### src/rtl/dct_row_buffer_pkg.sv
// Shared types and constants for the DCT input row buffer.
package dct_pkg;

  localparam int unsigned DCT_N = 8;
  localparam int unsigned PIX_W = 8;

  typedef logic [PIX_W-1:0] pix_t;
  typedef pix_t [DCT_N-1:0] row_t;

  typedef enum logic {
    BANK0 = 1'b0,
    BANK1 = 1'b1
  } bank_e;

  // Lane 0 lands in the least significant bits.
  function automatic logic [DCT_N*PIX_W-1:0] pack_row(input row_t row);
    logic [DCT_N*PIX_W-1:0] flat;
    flat = '0;
    for (int unsigned k = 0; k < DCT_N; k++) begin
      flat[k*PIX_W +: PIX_W] = row[k];
    end
    return flat;
  endfunction

  function automatic bank_e other_bank(input bank_e b);
    return (b == BANK0) ? BANK1 : BANK0;
  endfunction

endpackage

### src/rtl/dct_row_bank.sv
// One ping-pong bank: N-lane row storage, full flag and real-sample count.
module dct_row_bank
  import dct_pkg::*;
#(
  parameter int unsigned WIDTH = PIX_W,
  parameter int unsigned N     = DCT_N,
  parameter int unsigned CNT_W = $clog2(N + 1),
  parameter int unsigned IDX_W = $clog2(N)
) (
  input  logic               clk,
  input  logic               rst,
  input  logic               wr_en_i,
  input  logic [IDX_W-1:0]   wr_idx_i,
  input  logic [WIDTH-1:0]   wr_data_i,
  input  logic               close_i,
  input  logic [CNT_W-1:0]   close_cnt_i,
  input  logic               drain_i,
  output logic               full_o,
  output logic [CNT_W-1:0]   count_o,
  output logic [N*WIDTH-1:0] data_o
);

  logic [N-1:0][WIDTH-1:0] mem_q;
  logic                    full_q;
  logic [CNT_W-1:0]        count_q;

  // Zeroing on drain is what makes flushed rows read back zero-padded.
  always_ff @(posedge clk) begin
    if (rst || drain_i) begin
      mem_q <= '0;
    end else if (wr_en_i) begin
      mem_q[wr_idx_i] <= wr_data_i;
    end
  end

  always_ff @(posedge clk) begin
    if (rst || drain_i) begin
      full_q  <= 1'b0;
      count_q <= '0;
    end else if (close_i) begin
      full_q  <= 1'b1;
      count_q <= close_cnt_i;
    end
  end

  assign full_o  = full_q;
  assign count_o = count_q;
  assign data_o  = mem_q;

endmodule

### src/rtl/dct_row_buffer.sv
// Serial-to-row collector with ping-pong banks and flush-to-partial-row.
module dct_row_buffer
  import dct_pkg::*;
#(
  parameter int unsigned WIDTH = PIX_W,
  parameter int unsigned N     = DCT_N,
  parameter int unsigned CNT_W = $clog2(N + 1)
) (
  input  logic               clk,
  input  logic               rst,
  input  logic [WIDTH-1:0]   in_data,
  input  logic               in_valid,
  output logic               in_ready,
  input  logic               flush,
  output logic [N*WIDTH-1:0] out_data,
  output logic [CNT_W-1:0]   out_count,
  output logic               out_valid,
  input  logic               out_ready
);

  localparam int unsigned IDX_W = $clog2(N);

  bank_e            wr_bank_q, wr_bank_d;
  bank_e            rd_bank_q, rd_bank_d;
  logic [IDX_W-1:0] wr_cnt_q, wr_cnt_d;

  logic               full0, full1;
  logic [CNT_W-1:0]   cnt0, cnt1;
  logic [N*WIDTH-1:0] data0, data1;

  logic             wr_full, accept, last, close, drain;
  logic [CNT_W-1:0] fill;

  assign wr_full  = (wr_bank_q == BANK0) ? full0 : full1;
  assign in_ready = !rst && !wr_full;
  assign accept   = in_valid && in_ready;
  assign last     = (wr_cnt_q == IDX_W'(N - 1));
  // Fill after this cycle's sample, so a flush with a sample closes it too.
  assign fill     = CNT_W'(wr_cnt_q) + CNT_W'(accept);
  assign close    = !wr_full && ((accept && last) || (flush && (fill != '0)));

  assign out_valid = (rd_bank_q == BANK0) ? full0 : full1;
  assign out_count = (rd_bank_q == BANK0) ? cnt0  : cnt1;
  assign out_data  = (rd_bank_q == BANK0) ? data0 : data1;
  assign drain     = out_valid && out_ready;

  always_comb begin
    wr_bank_d = wr_bank_q;
    wr_cnt_d  = wr_cnt_q;
    rd_bank_d = rd_bank_q;
    if (close) begin
      wr_bank_d = other_bank(wr_bank_q);
      wr_cnt_d  = '0;
    end else if (accept) begin
      wr_cnt_d  = wr_cnt_q + IDX_W'(1);
    end
    if (drain) begin
      rd_bank_d = other_bank(rd_bank_q);
    end
  end

  always_ff @(posedge clk) begin
    if (rst) begin
      wr_bank_q <= BANK0;
      wr_cnt_q  <= '0;
      rd_bank_q <= BANK0;
    end else begin
      wr_bank_q <= wr_bank_d;
      wr_cnt_q  <= wr_cnt_d;
      rd_bank_q <= rd_bank_d;
    end
  end

  dct_row_bank #(.WIDTH(WIDTH), .N(N), .CNT_W(CNT_W), .IDX_W(IDX_W)) u_bank0 (
    .clk         (clk),
    .rst         (rst),
    .wr_en_i     (accept && (wr_bank_q == BANK0)),
    .wr_idx_i    (wr_cnt_q),
    .wr_data_i   (in_data),
    .close_i     (close && (wr_bank_q == BANK0)),
    .close_cnt_i (fill),
    .drain_i     (drain && (rd_bank_q == BANK0)),
    .full_o      (full0),
    .count_o     (cnt0),
    .data_o      (data0)
  );

  dct_row_bank #(.WIDTH(WIDTH), .N(N), .CNT_W(CNT_W), .IDX_W(IDX_W)) u_bank1 (
    .clk         (clk),
    .rst         (rst),
    .wr_en_i     (accept && (wr_bank_q == BANK1)),
    .wr_idx_i    (wr_cnt_q),
    .wr_data_i   (in_data),
    .close_i     (close && (wr_bank_q == BANK1)),
    .close_cnt_i (fill),
    .drain_i     (drain && (rd_bank_q == BANK1)),
    .full_o      (full1),
    .count_o     (cnt1),
    .data_o      (data1)
  );

endmodule
### config.mk
export PLATFORM = sky130hd
export DESIGN_NAME = dct_row_buffer
export DESIGN_NICKNAME = d
export VERILOG_FILES = /design/src/rtl/dct_row_buffer_pkg.sv /design/src/rtl/dct_row_bank.sv /design/src/rtl/dct_row_buffer.sv
export SDC_FILE = /design/constraint.sdc
export NUM_CORES = 1
export LEC_CHECK = 0
export BUFFER_PORTS_ARGS = -buffer_cell sky130_fd_sc_hd__buf_4
export CAP_MARGIN = 30
export CORE_ASPECT_RATIO = 0.8
export CORE_MARGIN = 2
export CORE_UTILIZATION = 25
export DETAILED_ROUTE_END_ITERATION = 6
export PLACE_DENSITY = 0.45
export REMOVE_ABC_BUFFERS = 1
export SLEW_MARGIN = 0
export SYNTH_ARGS = -nofsm -noshare
export SYNTH_HDL_FRONTEND = slang
export SYNTH_HIERARCHICAL = 1
export SYNTH_SLANG_ARGS = --single-unit
export TNS_END_PERCENT = 50
### constraint.sdc
create_clock -name clk -period 2.96 [get_ports clk]
set_input_delay 0.148 -clock clk [delete_from_list [all_inputs] [get_ports clk]]
set_output_delay 0.148 -clock clk [all_outputs]
set_load 0.01 [all_outputs]
==> results.txt, run 1 <==
* Status: finished clean
- Area Overhead vs Synth: 22.61%
* Top area cells in the synthesized netlist: sky130_fd_sc_hd__dfxtp_1 (40%), sky130_fd_sc_hd__mux2i_1 (19%), sky130_fd_sc_hd__or3b_1 (16%)
* Finished Cell Area: 0.008793 mm^2
- Counting the buffers created by CTS gives 17.
- In this run the tool buffered the top-level ports with 82 buffer cells.
- After synthesis, the largest area contributor takes up 39.92% of total cell area.
- Max-slew headroom at the worst pin: 32.86%
- CTS saw 143 sinks.
- The longest clock path from root to sink contains 2 buffers.
- Global routing finished with a remaining overflow of 0.
- Clock Skew: 0.01097 ns
* Per-cell routed wire length: 19.94 um
- Yosys warns: 6
* FF+latch count, synth: 143
* Iter 0 DRT Violations: 201
- Summing all flip-flop and latch instances after layout gives 0.002865 mm^2.
- The final layout contains routed wiring with a total length of 21500 um.
- The tightest hold path in the finished design has a slack of 0.1323 ns.
* Hold Vio Cnt, Final: 0
* Cell Chain, Critical Path: mux2i_2 > nand3b_4 > inv_4 > ha_1 > ha_1 > and2_1 > a211oi_1 > a211o_1 > nor3b_1 > buf_4 > mux2i_1 > nor2_1
* Overall fraction of global-route tracks in use: 14.42%
- Of all flip-flops after synthesis, the portion carrying an async set or reset was 0%.
* Maximum level of the CTS H-tree: 4
- Share of the core filled with cells: 31.09%
* First-pass GRT wire length: 32710 um
- The tightest min-delay check is of the input port to flop type.
- Number of antenna violations at the first check in global routing: 0
* Maximum fanout count along the critical path: 7
* Worst Max-Slew Pin Slew: 1.007 ns
- STA classifies the critical path endpoint as a flop.
- Fraction of the cycle the final worst path needs: 91.00%
- Crit path max-delay cell type: sky130_fd_sc_hd__dfxtp_1
* Count of antenna-violating nets left after detailed routing: 0
* Total iterations of the first detailed-routing run: 4
- Die outline area: 0.03007 mm^2
- Leading cell types in the layout, fill and taps excluded: sky130_fd_sc_hd__dfxtp_1 (141), sky130_fd_sc_hd__mux2i_1 (136), sky130_fd_sc_hd__or3b_1 (130), sky130_fd_sc_hd__buf_4 (108), sky130_fd_sc_hd__mux2_2 (69)
* M2 GR Usage: 22.09%
* Maximum capacitance violations: 0
- In the routed design, unresolved DRC markers number 0.
- Adder-cell share of the synthesized area: 0.6978%
- The cell area that synthesis handed to floorplanning was 0.007172 mm^2.
- In the synthesized netlist the dominant register cell turns out to be sky130_fd_sc_hd__dfxtp_1.
- CTS tree: done
- Counting flops with a built-in enable in the synthesized netlist gives 0.
- The average instance in the mapped netlist occupies 11.10 um^2.
* Most common cell after layout, fill and taps aside: sky130_fd_sc_hd__dfxtp_1
- Final min period: 2.693 ns
- met2 is the most crowded layer.
- For the worst-skew pair, the clock arrives at the later sink with an insertion delay of 0.43 ns.
- sky130_fd_sc_hd__dfxtp_1 takes more of the synthesized area than any other cell.
* Total number of vias: 5123
- Library cell used as clock root buffer: sky130_fd_sc_hd__clkbuf_16
* Footprint of the multi-input gates: 0.003968 mm^2
* Stage delay of the slowest cell on the critical path: 0.48 ns
- Hold Buf Count CTS: 0
* Number of buffer and inverter stages on the critical path: 2
* Via count of the first global-routing pass: 5326
- Achievable clock frequency: 371.3 MHz
* Xor and xnor fraction of the mapped netlist area: 0.2442%
- In this run the core area contains 55 standard-cell rows.
- Counting every instance in the synthesized netlist gives 646.
* Antenna diode instance count: 0
- For this run, the register share of the synthesized area comes to 39.92%.
- Cell seen most often among critical-path stages: sky130_fd_sc_hd__ha_1
- Cell type group with the largest total delay on the critical path: simple AND/OR/NAND/NOR gates
* Worst IR Drop VDD: 405.3 uV
- Core Region: 0.02828 mm^2
- Using the TritonRoute via totals, the vias-per-cell ratio works out to 4.752.
- Data arrives at the worst endpoint at 3.01 ns.
- In the final layout, the share of cells above drive strength 1 is 33.19%.
- Pin count of the biggest net entering global routing: 91
- Die H: 155.5 um
- The setup path with the least slack is of type flop to flop.
* Static Leak: 3.995 nW
- Largest family of logic cells by synthesized area: multiplexers
- Count of endpoints failing setup in the final report: 0
* Standard cell area after detailed placement: 0.008109 mm^2
* Share of synthesized cell area in and, or, nand and nor gates: 23.33%
- The synthesized netlist devotes 0.9246% of its cell area to compound gates.
* Required @ worst endpoint: 3.28 ns
- For this design the top-level I/O count stands at 83.
* Multiplexer share of the synthesized area: 30.01%
- Measured along the x axis, the die boundary spans 193.4 um.
* Pwr dens: 550.6 mW/mm^2
- Setup repair after global routing left no endpoint under its margin.
- GPL Wtd Cong: 0.7272
- Global routing used 20.35% of the available met1 tracks.
- The final layout contains 712 nets.
* Detail Placement HPWL: 13870 um
- The completed layout was analyzed and its total power is 0.004841 W.
* Layout fillers: 2843
* Number of max-slew violations in the final report: 0
- Clock-pin slew was measured on the worst setup and hold paths at 0.06 ns.
* Initial core utilization: 25.36%
- GR Util met3: 2.992%
* Startpoint type of the worst setup path: flop
- Number of distinct library cells after synthesis: 40
- After clock tree synthesis, the setup repair step added 0 buffers.
cell type report:
cell class	instances	share of cell area (%)
Multi-Input combinational cell	423	45.12
Sequential cell	143	32.58
Timing Repair Buffer	108	9.220
Clock inverter	14	2.703
Inverter	2	0.1138
Clock buffer	18	4.994
Tap cell	370	5.265
stage by stage:
| stage | setup TNS (ns) | std cells | worst slack (ns) |
|---|---|---|---|
| finish | 0 | 1078 | 0.2665 |
| global route | 0 | 1078 | 0.06444 |
| CTS | 0 | 1078 | 0.1174 |
| detailed placement | 0 | 1046 | 0.1216 |
| global placement | 0 | 1046 | 0.2874 |
| floorplan | -64.24 | 568 | -0.5791 |
cells in the mapped netlist, types with 3 or more instances:
cell	instances
sky130_fd_sc_hd__nor3_1	3
sky130_fd_sc_hd__nand4bb_1	6
sky130_fd_sc_hd__nand4b_1	6
sky130_fd_sc_hd__buf_2	14
sky130_fd_sc_hd__clkbuf_1	58
sky130_fd_sc_hd__mux2_2	69
sky130_fd_sc_hd__buf_6	4
sky130_fd_sc_hd__dfxtp_1	143
sky130_fd_sc_hd__or3b_2	14
sky130_fd_sc_hd__nand2_1	5
sky130_fd_sc_hd__ha_1	4
sky130_fd_sc_hd__mux2i_1	136
sky130_fd_sc_hd__nor2_1	17
sky130_fd_sc_hd__or3b_1	130
path summary, 6_finish.rpt:
check        slack [ns]                             from                         endpoint  depth (start not counted)
max                0.27      u_bank1/full_o$_SDFFE_PP0P_  u_bank0/count_o[2]$_SDFFE_PP0P_                         12
min                0.13                         in_valid         wr_cnt_q[2]$_SDFFE_PP0N_                          4
max reg2reg        0.27      u_bank1/full_o$_SDFFE_PP0P_  u_bank0/count_o[2]$_SDFFE_PP0P_                         12
min reg2reg        0.50  u_bank0/count_o[3]$_SDFFE_PP0P_  u_bank0/count_o[3]$_SDFFE_PP0P_                          2
tightest hold or removal path: stages:
cell                       delay (ns)
sky130_fd_sc_hd__buf_4           0.11
sky130_fd_sc_hd__nand3b_4        0.10
sky130_fd_sc_hd__nand2_1         0.08
sky130_fd_sc_hd__a221oi_1        0.06
kinds of logic (layout without fill, tap and decap cells):
kind of cell | Yosys count | in the layout
adder cells (fa/ha/maj) | 4 | 4
flip-flops | 143 | 143
AO/OA/AOI/OAI | 8 | 8
AND/OR/NAND/NOR | 203 | 203
XOR/XNOR | 2 | 2
multiplexers | 206 | 206
buffers and inverters | 80 | 142
where the power goes:
group	internal, W	switching (W)	leakage [nW]
logic	0.000157	0.000240	2.52
registers	0.00195	0.0000234	1.15
clock network	0.00160	0.000867	0.319
metal layers:
layer | wire length, um | up-vias | part of all wire [%]
li1 | - | 2452 | -
met1 | 10740 | 2533 | 50
met2 | 9528 | 118 | 44
met3 | 985 | 20 | 4.6
met4 | 239 | 0 | 1.1
met5 | 0 | - | 0
flip-flops by register name (all words and copies together), names as in the netlist:
signal	count
u_bank0/data_o	64
u_bank1/data_o	64
u_bank1/full_o	1
wr_cnt_q	3
u_bank0/full_o	1
rd_bank_q	1
u_bank1/count_o	4
u_bank0/count_o	4
wr_bank_q	1
repair_timing:
item | CTS | global route
hold endpoints to repair | 0 | 0
endpoints found under the setup margin | 0 | 4
resized for setup | 0 | 3
(Power assumes the default switching activity.)
==> run 2, diff against run 1 <==
--- a/config.mk
+++ b/config.mk
@@ -10,6 +10,7 @@
 export CORE_ASPECT_RATIO = 0.8
 export CORE_MARGIN = 2
 export CORE_UTILIZATION = 25
+export CTS_BUF_LIST = sky130_fd_sc_hd__clkbuf_4
 export DETAILED_ROUTE_END_ITERATION = 6
 export PLACE_DENSITY = 0.45
 export REMOVE_ABC_BUFFERS = 1
==> run 2 against run 1 <==
  * Via count shrank 0.37%
  * Worst hold slack got worse by 0.046 ns
  * Clock power is 35% lower
  * Utilization shrank 1.1 points
  * First-iteration DRC count fell by 7.0%
  * Final cell count is essentially flat
  * Largest power group is now sequential cells
  * Combinational power about the same
  * Global-route usage about the same
  * Clock-buffer cell count shrank 1
==> results.txt, run 2 (synthesis results as in run 1) <==
- Status: finished clean
- The highest cell delay on the worst timing path was 0.50 ns (+0.02 ns).
- The critical path goes through mux2i_2 > nand3b_4 > inv_4 > ha_1 > ha_1 > and2_1 > a211oi_1 > a211o_1 > nor3b_1 > buf_4 > mux2i_1 > nor2_1.
* Maximum capacitance violations: 0 (unchanged)
* Via count of the first global-routing pass: 5356 (+0.56%)
- Internal power: 0.002944 W (-21%)
* Die outline area: 0.03007 mm^2 (unchanged)
- STA classifies the critical path endpoint as a flop.
- Tracing the worst setup path back leads to its startpoint at u_bank1/full_o$_SDFFE_PP0P_.
- Total CTS buffers: 17 (unchanged)
- Achievable clock frequency: 370.1 MHz (-0.31%)
- In this run the worst hold path is classified as input port to flop.
- The die span in y came to 155.5 um (unchanged).
* Fraction of the cycle the final worst path needs: 91.28% (+0.29 points)
- Library cell used as clock root buffer: sky130_fd_sc_hd__clkbuf_4
- GPL Wtd Cong: 0.7272 (unchanged)
* Cell seen most often among critical-path stages: sky130_fd_sc_hd__ha_1
- The starting utilization of the core area was 25.36% (unchanged).
- Leading cell types in the layout, fill and taps excluded: sky130_fd_sc_hd__dfxtp_1 (141), sky130_fd_sc_hd__mux2i_1 (136), sky130_fd_sc_hd__or3b_1 (130), sky130_fd_sc_hd__buf_4 (108), sky130_fd_sc_hd__mux2_2 (69)
* Antenna diode instance count: 0 (unchanged)
- The number of H-tree levels came to 4 (unchanged).
- Critical path class: flop to flop
* Per-cell routed wire length: 19.91 um (-0.17%)
- The largest fanout on the critical path was 7 (unchanged).
- Remaining global-route overflow: 0 (unchanged)
* Die Wd: 193.4 um (unchanged)
- The count of final setup violators was 0 (unchanged).
- Layout fillers: 2878 (+1.2%)
* Register-to-register setup slack: 0.26 ns (about the same)
* Num rows: 55 (unchanged)
- The count of non-filler cells in the finished layout is 1079 (+0.093%).
- Power Total: 0.003981 W (-18%)
- # port buffers: 82 (unchanged)
- Final nets: 713 (+0.14%)
- Footprint of the multi-input gates: 0.003968 mm^2 (unchanged)
* Storage cell area: 0.002865 mm^2 (unchanged)
- The length of the first detailed-routing pass in iterations came to 5 (+1).
- Detail Placement HPWL: 13870 um (unchanged)
- The combinational cell fraction of total power was 10.0% (+1.8 points).
- Hold Vio Cnt, Final: 0 (unchanged)
* Fraction of final layout cells sized beyond drive strength 1: 33.00% (-0.19 points)
- Max Root-Sink Buffers: 2 (unchanged)
* Number of remaining DRC errors: 0 (unchanged)
* Static Leak: 3.863 nW (-3.3%)
- Tightest hold margin: 0.08583 ns (-0.04650 ns)
- The post-layout minimum cycle time was 2.702 ns (+0.008480 ns).
- Number of top-level pins: 83 (unchanged)
- Core Region: 0.02828 mm^2 (unchanged)
- Startpoint type of the worst setup path: flop
- Switching power as a share of total power: 26.04% (+2.7 points)
- Setup repair after global routing left no endpoint under its margin.
- In this design, the largest share of critical-path delay is due to simple AND/OR/NAND/NOR gates.
- The total routing resource utilization after global routing came to 14.40% (about the same).
- Total instance count after detailed placement: 1046 (unchanged)
* Number of clock sinks: 143 (unchanged)
* Number of buffer and inverter stages on the critical path: 2 (unchanged)
- The largest net degree at the start of global routing came to 91 (unchanged).
* Total number of vias: 5104 (-0.37%)
- The clock power share is 40.4% (-11 points).
- The setup slack at placement was 0.1216 ns (unchanged).
- The remaining antenna violation count came to 0 (unchanged).
* Launch point of the worst reg-to-reg path: u_bank1/full_o$_SDFFE_PP0P_
- The number of gates on the worst path with buffers counted is 12 (unchanged).
* Clk Latency, worst-skew pair: 0.56 ns (+0.13 ns)
- Area Overhead vs Synth: 18.46%
* NetSw: 0.001036 W (-8.4%)
- The worst hold path begins at rst.
- The initial antenna violation count was 0 (unchanged).
* Total length of routed wires: 21480 um (about the same)
- The final max-slew violation count was 0 (unchanged).
* First-pass GRT wire length: 32720 um (about the same)
- CTS tree: done
* Most common cell after layout, fill and taps aside: sky130_fd_sc_hd__dfxtp_1
- Power share of the sequential group: 49.6% (+8.8 points)
* Setup ws final: 0.2580 ns (-0.008480 ns)
- The number of stages on the worst hold path was 5 (+1).
- The relative slew slack is 33.63% (+0.77 points).
- Among all stages on the critical path, the largest delay is contributed by sky130_fd_sc_hd__dfxtp_1.
- Mean number of vias per cell: 4.730 (-0.46%)
- Worst Max-Slew Pin Slew: 0.9955 ns (-0.01162 ns)
- The largest vdd supply drop is 220.0 uV (-46%).
* R2r worst-path depth: 12 (unchanged)
- Clock Skew: 0.01934 ns (+0.008365 ns)
* Pwr dens: 468.5 mW/mm^2 (-15%)
- Iter 0 DRT Violations: 187 (-7.0%)
- Required @ worst endpoint: 3.42 ns (+0.14 ns)
- The clock slew seen by the registers of the worst setup and hold paths was 0.13 ns (+0.07 ns).
- Arrival @ worst endpoint: 3.16 ns (+0.15 ns)
-- run 2: changes by cell type in the layout (fill, tap and decap cells not counted), sizes merged --
cell	change
clkbuf	-1
dlygate4sd3	+1
clkinv	+1
-- run 2: metal layers --
metal  share of wire (%)  track usage (%)  vias to the layer above
met3                 5.1            3.317                       21
met5                   0                0                        -
met2                  44            21.85                      116
met1                  50            20.47                     2511
met4                 1.3            3.744                        0
li1                    -                -                     2456
-- run 2: stage by stage --
stage	setup TNS [ns]	cell area, um^2	utilization (%)
detailed placement	0	8109	28.67
finish	0	8496	30.04
global placement	0	8109	28.67
CTS	0	8488	30.01
global route	0	8496	30.04
floorplan	-64.24	6832	-
-- run 2: power by group through the flow --
stage	combinational (W)	clock [W]	sequential [W]
floorplan	0.000194	0	0.00203
global placement	0.000393	0	0.00201
detailed placement	0.000399	0	0.00202
CTS	0.000402	0.00166	0.00197
global route	0.000428	0.00175	0.00198
finish	0.000398	0.00161	0.00197
-- run 2: what timing repair did --
action / CTS / global route
setup endpoints to repair: 0 / 4
resized for setup: 0 / 3
hold buffers: 1 / 0
endpoints found under the hold margin: 2 / 0
setup buffers: 0 / 0
-- run 2: worst reg2reg max path: stages (launching register included) --
cell and delay (ns):
sky130_fd_sc_hd__dfxtp_1 0.50, sky130_fd_sc_hd__mux2i_2 0.15, sky130_fd_sc_hd__nand3b_4 0.13, sky130_fd_sc_hd__inv_4 0.05, sky130_fd_sc_hd__ha_1 0.21, sky130_fd_sc_hd__ha_1 0.23, sky130_fd_sc_hd__and2_1 0.19, sky130_fd_sc_hd__a211oi_1 0.28
sky130_fd_sc_hd__a211o_1 0.23, sky130_fd_sc_hd__nor3b_1 0.21, sky130_fd_sc_hd__buf_4 0.18, sky130_fd_sc_hd__mux2i_1 0.19, sky130_fd_sc_hd__nor2_1 0.07
-- run 2: final timing paths --
check                                    endpoint
setup reg to reg  u_bank0/count_o[2]$_SDFFE_PP0P_
hold reg to reg   u_bank0/count_o[3]$_SDFFE_PP0P_
setup / recovery  u_bank0/count_o[2]$_SDFFE_PP0P_
hold / removal           wr_cnt_q[2]$_SDFFE_PP0N_
-- run 2: cell type report --
type / count / share of cell area, %
clock buffer: 17 / 1.502
clock inverter: 15 / 2.842
inverter: 2 / 0.1178
multi-input combinational: 423 / 46.70
sequential: 143 / 33.73
tap: 370 / 5.449
timing repair buffer: 109 / 9.661
